`src/rtl/alu_pkg.sv`:
```
// Shared types and helpers for the byte-serial add/subtract unit.
package alu_pkg;

  typedef enum logic [1:0] {
    IDLE,
    RUN,
    DONE
  } state_t;

  localparam int unsigned ALU_BYTE_W = 8;

  // Sum bit i = P[i] ^ carry into bit i (carry out of bit i-1, or the byte carry-in).
  function automatic logic [ALU_BYTE_W-1:0] byte_sum(
    input logic [ALU_BYTE_W-1:0] p,
    input logic [ALU_BYTE_W-1:0] carrys,
    input logic                  c_in
  );
    return p ^ {carrys[ALU_BYTE_W-2:0], c_in};
  endfunction

endpackage

```
`src/rtl/alu_pg_slice.sv`:
```
// One byte of propagate/generate plus sum formation from externally computed carries.
module alu_pg_slice
  import alu_pkg::*;
(
  input  logic [ALU_BYTE_W-1:0] a,
  input  logic [ALU_BYTE_W-1:0] b,
  input  logic                  carry,
  input  logic [ALU_BYTE_W-1:0] carrys,
  output logic [ALU_BYTE_W-1:0] p,
  output logic [ALU_BYTE_W-1:0] g,
  output logic                  c_in,
  output logic [ALU_BYTE_W-1:0] sum
);

  assign p    = a ^ b;
  assign g    = a & b;
  assign c_in = carry;
  assign sum  = byte_sum(p, carrys, carry);

endmodule

```
`src/rtl/alu_pg_sequencer.sv`:
```
// Byte-serial WIDTH-bit add/subtract driving an external 8-bit carry-lookahead unit.
// Optional ALU_PG_CHECK_EN: local ripple cross-check of LA_CARRYS, sticky ERR.
module alu_pg_sequencer
  import alu_pkg::*;
#(
  parameter int unsigned WIDTH = 32
) (
  input  logic             CLK,
  input  logic             RST,
  input  logic             IN_VALID,
  output logic             IN_READY,
  input  logic [WIDTH-1:0] A,
  input  logic [WIDTH-1:0] B,
  input  logic             SUB,
  input  logic             CARRY_IN,
  output logic [7:0]       LA_P,
  output logic [7:0]       LA_G,
  output logic             LA_C_IN,
  input  logic [7:0]       LA_CARRYS,
  output logic             OUT_VALID,
  input  logic             OUT_READY,
  output logic [WIDTH-1:0] OUT_SUM,
  output logic             OUT_CARRY,
  output logic             OUT_OVERFLOW,
  output logic             OUT_ZERO,
  output logic             ERR
);

  localparam int unsigned NBYTES   = WIDTH / ALU_BYTE_W;
  localparam int unsigned IDX_W    = (NBYTES > 1) ? $clog2(NBYTES) : 1;
  localparam logic [IDX_W-1:0] LAST_IDX = IDX_W'(NBYTES - 1);

  state_t state, state_next;

  logic [WIDTH-1:0]      a_reg, b_reg, sum_work, sum_next;
  logic                  carry_reg;
  logic [IDX_W-1:0]      idx;
  logic [ALU_BYTE_W-1:0] a_byte, b_byte, p, g, sum_byte;
  logic                  c_in;
  logic                  accept, run, last;

  assign a_byte = a_reg[idx*ALU_BYTE_W +: ALU_BYTE_W];
  assign b_byte = b_reg[idx*ALU_BYTE_W +: ALU_BYTE_W];

  alu_pg_slice u_slice (
    .a      (a_byte),
    .b      (b_byte),
    .carry  (carry_reg),
    .carrys (LA_CARRYS),
    .p      (p),
    .g      (g),
    .c_in   (c_in),
    .sum    (sum_byte)
  );

  always_ff @(posedge CLK) begin
    if (RST) state <= IDLE;
    else     state <= state_next;
  end

  always_comb begin
    state_next = state;
    IN_READY   = 1'b0;
    OUT_VALID  = 1'b0;
    run        = 1'b0;
    unique case (state)
      IDLE: begin
        IN_READY = 1'b1;
        if (IN_VALID) state_next = RUN;
      end
      RUN: begin
        run = 1'b1;
        if (last) state_next = DONE;
      end
      DONE: begin
        OUT_VALID = 1'b1;
        if (OUT_READY) state_next = IDLE;
      end
      default: state_next = IDLE;
    endcase
  end

  assign accept  = IN_VALID && IN_READY;
  assign last    = (idx == LAST_IDX);
  assign LA_P    = run ? p : '0;
  assign LA_G    = run ? g : '0;
  assign LA_C_IN = run ? c_in : 1'b0;

  always_comb begin
    sum_next = sum_work;
    sum_next[idx*ALU_BYTE_W +: ALU_BYTE_W] = sum_byte;
  end

  // Bytes accumulate in sum_work so OUT_SUM holds the previous result until the final byte.
  always_ff @(posedge CLK) begin
    if (RST) begin
      a_reg        <= '0;
      b_reg        <= '0;
      carry_reg    <= 1'b0;
      idx          <= '0;
      sum_work     <= '0;
      OUT_SUM      <= '0;
      OUT_CARRY    <= 1'b0;
      OUT_OVERFLOW <= 1'b0;
      OUT_ZERO     <= 1'b0;
    end else if (accept) begin
      a_reg     <= A;
      b_reg     <= SUB ? ~B : B;
      carry_reg <= CARRY_IN;
      idx       <= '0;
      sum_work  <= '0;
    end else if (run) begin
      sum_work  <= sum_next;
      carry_reg <= LA_CARRYS[7];
      if (last) begin
        idx          <= '0;
        OUT_SUM      <= sum_next;
        OUT_CARRY    <= LA_CARRYS[7];
        OUT_OVERFLOW <= LA_CARRYS[7] ^ LA_CARRYS[6];
        OUT_ZERO     <= (sum_next == '0);
      end else begin
        idx <= idx + 1'b1;
      end
    end
  end

`ifdef ALU_PG_CHECK_EN
  logic [ALU_BYTE_W-1:0] ripple;
  logic                  rc;

  always_comb begin
    rc     = c_in;
    ripple = '0;
    for (int unsigned i = 0; i < ALU_BYTE_W; i++) begin
      rc        = (rc & p[i]) | g[i];
      ripple[i] = rc;
    end
  end

  always_ff @(posedge CLK) begin
    if (RST)                            ERR <= 1'b0;
    else if (run && ripple != LA_CARRYS) ERR <= 1'b1;
  end
`else
  assign ERR = 1'b0;
`endif

endmodule

```
`config.mk`:
```
export PLATFORM = sky130hd
export DESIGN_NAME = alu_pg_sequencer
export DESIGN_NICKNAME = d
export VERILOG_FILES = /design/src/rtl/alu_pkg.sv /design/src/rtl/alu_pg_slice.sv /design/src/rtl/alu_pg_sequencer.sv
export SDC_FILE = /design/constraint.sdc
export NUM_CORES = 1
export LEC_CHECK = 0
export CAP_MARGIN = 10
export CORE_UTILIZATION = 55
export DETAILED_ROUTE_END_ITERATION = 10
export PLACE_DENSITY = 0.95
export SYNTH_ARGS = -nofsm -noshare
export SYNTH_HDL_FRONTEND = slang
export SYNTH_HIERARCHICAL = 1
export SYNTH_SLANG_ARGS = --single-unit
```
`constraint.sdc`:
```
create_clock -name CLK -period 4.4 [get_ports CLK]
set_input_delay 1.32 -clock CLK [delete_from_list [all_inputs] [get_ports CLK]]
set_output_delay 1.32 -clock CLK [all_outputs]
set_load 0.02 [all_outputs]
```
Word level (Yosys, flattened, before mapping) --
Index checks and enable logic that the tools add are counted.
Word-level totals: register bits after elaboration 136, bits of input ports 78
Operators by class: add/subtract/negate cells 2, eq/ne operators 6, shift-type cells 4, muxes and demuxes 15, bitwise operators 6, reductions and logical operators 7
Operators with widths (count):
- $shiftx 32x6->8 | 2
- $neg 5->34 | 1
- $shift 8x34->32 const A | 1
- $shiftx 8x34->32 | 1
- $bwmux 32 | 1
- $logic_not 32->1 | 1
- $mux 32 | 1
- $not 32->32 | 1
- $mux 8 | 2
- $xor 8x8->8 | 2
- $and 8x8->8 | 1
- $mux 2 | 4
- $mux 1 | 6
- $ne 2x2->1 const B | 3
- $pmux 2 s3 | 1
- $reduce_and 3->1 | 2
- $eq 2x2->1 const B | 2
- $add 2x1->2 const B | 1
- $eq 2x1->1 const B | 1
- $logic_not 2->1 | 1
- $reduce_bool 2->1 | 1
- $reduce_or 2->1 | 1
- $logic_and 1x1->1 | 1
- $not 1->1 | 1
- $xor 1x1->1 | 1

Longest topological paths before layout --
depth in word-level cells 6, depth in mapped cells 10, mapped depth without buffers 8

Modules after synthesis --
The synthesis kept the hierarchy.
By module, submodules not included:
- alu_pg_sequencer | instances 1, cells an instance 685, area each 6044.5 µm², sequential area each 2722.6 µm²
- alu_pg_slice | instances 1, cells an instance 17, area each 177.7 µm², sequential area each 0.0 µm²

Worst setup path after synthesis --
Ideal clock, no wire load.
kind flip-flop to output port, from reg idx[0], to out LA_P[0], data arrival time 2.028 ns, data required time 3.080 ns, slack 1.052 ns, cell stages (with the launch flop) 6, cells stage by stage dfxtp_1 clkbuf_1 buf_2 mux4_2 ha_1 and2_1
On the way: cells in the longest elaborated chain, start to end 3
Ends and longest elaborated chain:
- start: declaration | line alu_pg_sequencer.sv:37 | logic [IDX_W-1:0] idx;
- start signal: assignment | line alu_pg_sequencer.sv:122 | idx <= idx + 1'b1;
- $shiftx 32x6->8 | line alu_pg_sequencer.sv:42 | assign a_byte = a_reg[idx*ALU_BYTE_W +: ALU_BYTE_W];
- via a_byte[0] | line alu_pg_sequencer.sv:38 | logic [ALU_BYTE_W-1:0] a_byte, b_byte, p, g, sum_byte;
- $xor 8x8->8 | line alu_pg_slice.sv:15 | assign p = a ^ b;
- via p[0] | line alu_pg_sequencer.sv:38
- $mux 8 | line alu_pg_sequencer.sv:85 | assign LA_P = run ? p : '0;
- end: declaration | line alu_pg_sequencer.sv:16 | output logic [7:0] LA_P,
The timed path passes the listed nets, and every way through them passes these cells.

Worst setup path in the final report --
from reg idx[1], to out LA_P[7]
On the way: cells in the longest elaborated chain, start to end 3
Ends and longest elaborated chain:
- $shiftx 32x6->8 | line alu_pg_sequencer.sv:43 | assign b_byte = b_reg[idx*ALU_BYTE_W +: ALU_BYTE_W];
- via b_byte[7] | line alu_pg_sequencer.sv:38
- $xor 8x8->8 | line alu_pg_slice.sv:15
- via p[7] | line alu_pg_sequencer.sv:38
- $mux 8 | line alu_pg_sequencer.sv:85
The timed path passes the listed nets, and every way through them passes these cells.

==> run_results.csv <==
group,metric,value,unit
clock_network,insertion_delay,0.43,ns
grt,grt_max_degree,103,
placement,place_congestion,0.9004,
timing,rsz0062_at_grt,"no",
worst_setup_path,cpPeakStageDelay,0.90,ns
worst_setup_path,crit_type,"reg -> out",
pwr,combPwrFrac,0.154,
detailed_routing,viasPerCell,5.959,
cells_and_area,final_common_cell,"dfxtp_1",
floorplanning,die_x,108.4,um
logic_synthesis,avgSynthCellArea,8.864,sq um
logic_synthesis,synthFlopType,"dfxtp_1",
clock_network,cts_tree,"built",
detailed_routing,avgRoutedWirePerCell,18.61,um
logic_synthesis,synthArstFlopShare,0,
pwr,switching_power,922.2,uW
floorplanning,fp-row-count,38,
clock_network,cts_max_level,4,
pwr,p_clk_frac,0.451,
cells_and_area,drive_gt1_frac,0.08098,
pwr,leakagePower,0.002898,uW
grt,grt_pass1_vias,5602,
timing,maxSlewViolCount,0,
detailed_routing,wirelength,17770,um
clock_network,post_cts_buffers,0,
detailed_routing,vias,5691,
cells_and_area,fin_cells,955,
grt,grt_usage,0.3180,
logic_synthesis,synth.yosys.seq_area_share,0.4376,
logic_synthesis,syn-cell-area,0.006222,sq mm
timing,setup-tns-final,0,ns
clock_network,cts_buffers,17,
worst_setup_path,required,3.08,ns
timing,worst_slew_pin_slew,1.179,ns
worst_setup_path,start_kind,"flip-flop",
logic_synthesis,ys_types,47,
grt,overflow,0,
worst_setup_path,cp-end-kind,"primary output",
cells_and_area,post-route-util,0.7491,
logic_synthesis,synth_edf_count,0,
clock_network,clock_path_buffers,2,
run,drv_cap,0,
detailed_routing,drtIter0Drc,436,
worst_setup_path,cp_slowest_cell,"dfxtp_1",
cells_and_area,layout_common_cells,"dfxtp_1, clkdlybuf4s50_1, nor2_1, a211oi_1, nand2_1",
timing,max_freq,238.0,MHz
cells_and_area,area.growth.synth_to_final,31.65,%
min_path,hold_path.class,"reg -> reg",
logic_synthesis,syn_nets,794,
detailed_routing,drtAntennaViolNets,0,
run_status,status,"complete, no violations",
clock_network,cts.sinks,136,
pwr,seqPwrFrac,0.395,
timing,finalHoldViolCount,0,
grt,grt_first_pass_wirelength,28100,um
clock_network,clkTransAtPathRegs,0.07,ns
floorplanning,io_pins,133,
worst_setup_path,crit_chain,"mux4_2 > ha_1 > and2_1 > clkdlybuf4s50_1",
pwr,ir_drop,296.1,uV
timing,post-route-period-util,0.9548,
pwr,intPower,2489,uW
floorplanning,die_y,108.4,um
timing,setup_viol,0,
logic_synthesis,yosysWarnings,6,
cells_and_area,nets,894,
worst_setup_path,arrival,2.88,ns
timing,period_minus_slack,4.201,ns
floorplanning,start_util,0.5690,
detailed_routing,drt_pass1_iterations,6,
pwr,power_density,416.5,mW/mm^2
detailed_routing,drc,0,
placement,dpl.cell_count,923,
clock_network,cts-root-buf,"clkbuf_16",
logic_synthesis,ys_seq_elements,136,
pwr,swShare,0.2703,
floorplanning,core,0.01094,sq mm
grt,antenna_found_initial,0,
logic_synthesis,synthCells,702,
cells_and_area,diodes,0,
floorplanning,dieArea,0.01174,sq mm
timing,relSlewSlack,0.2036,
placement,io_buffers,131,
timing,fin_skew,0.01859,ns
placement,dp_hpwl,11920,um
clock_network,cts.repair.resized,0,
clock_network,postCtsHoldBufs,0,
worst_setup_path,cp_max_fo,19,
-- final timing paths --
path,startpoint,endpoint,slack (ns),cells past startpoint
worst max register to register,idx[1]$_SDFFE_PP0P_,OUT_ZERO$_SDFFE_PP0P_,0.87,8
worst min-delay path,a_reg[1]$_SDFFE_PP0P_,a_reg[1]$_SDFFE_PP0P_,0.46,2
worst max-delay path,idx[1]$_SDFFE_PP0P_,LA_P[7],0.20,4
worst min register to register,a_reg[1]$_SDFFE_PP0P_,a_reg[1]$_SDFFE_PP0P_,0.46,2
-- power by group through the flow --
stage / clock network (uW) / registers (uW) / logic, uW
floorplan: 0 / 1350 / 325
global placement: 0 / 1370 / 492
detailed placement: 0 / 1370 / 507
CTS: 1540 / 1340 / 518
global route: 1600 / 1350 / 563
finish: 1540 / 1350 / 526
-- stage by stage --
stage / total power (uW) / cell area [sq um] / hold WS [ns] / setup slack [ns]
floorplan: 1674 / 6222 / 0.4331 / 1.052
global placement: 1858 / 7557 / 0.4394 / 0.7792
detailed placement: 1876 / 7557 / 0.4469 / 0.7052
CTS: 3405 / 8192 / 0.4568 / 0.2357
global route: 3514 / 8192 / 0.4709 / 0.1779
finish: 3411 / 8192 / 0.4610 / 0.1989
-- area by class of cell --
class | count | area, sq um
multi-input cells | 500 | 3246
clock inverters | 13 | 191.4
well taps | 140 | 175.2
flip-flops and latches | 136 | 2723
fillers | 710 | 2744
clock buffers | 19 | 442.9
inverters | 6 | 22.52
repair buffers | 141 | 1391
-- layer usage --
layer,share of wire,vias up,global-route usage
li1,-,2677,-
met4,0.048,0,0.1795
met5,0,-,0
met2,0.50,291,0.5555
met1,0.38,2649,0.3614
met3,0.070,74,0.06450
-- worst max-delay path: cells and delay by family, from the launching register on --
kind | cells | cell delay (ns)
muxes | 1 | 0.42
DFF | 1 | 0.90
adders and majority gates | 1 | 0.33
buffers and inverters | 1 | 0.63
and+or+nand+nor | 1 | 0.18
-- Yosys cell counts, types with 8 or more instances --
library cell	number	area (sq um)
dfxtp_1	136	2723
nor2_1	108	405.4
a211oi_1	97	728.2
nand2_1	75	281.5
a21oi_1	57	285.3
clkbuf_1	47	176.4
xnor2_1	33	289.0
and2_1	18	112.6
nor2b_1	17	106.4
mux4_2	16	360.4
ha_1	14	175.2
a22oi_1	13	97.59
xor2_1	8	70.07
-- cell families after synthesis --
family          share of synthesized area
mux                               0.05952
xor+xnor                          0.05771
simple gates                       0.1764
fa+ha+maj                         0.02815
flops                              0.4376
buf+inv                           0.04243
compound gates                     0.1977
other cells                     0.0006027
Power figures use the tool's default switching activity.
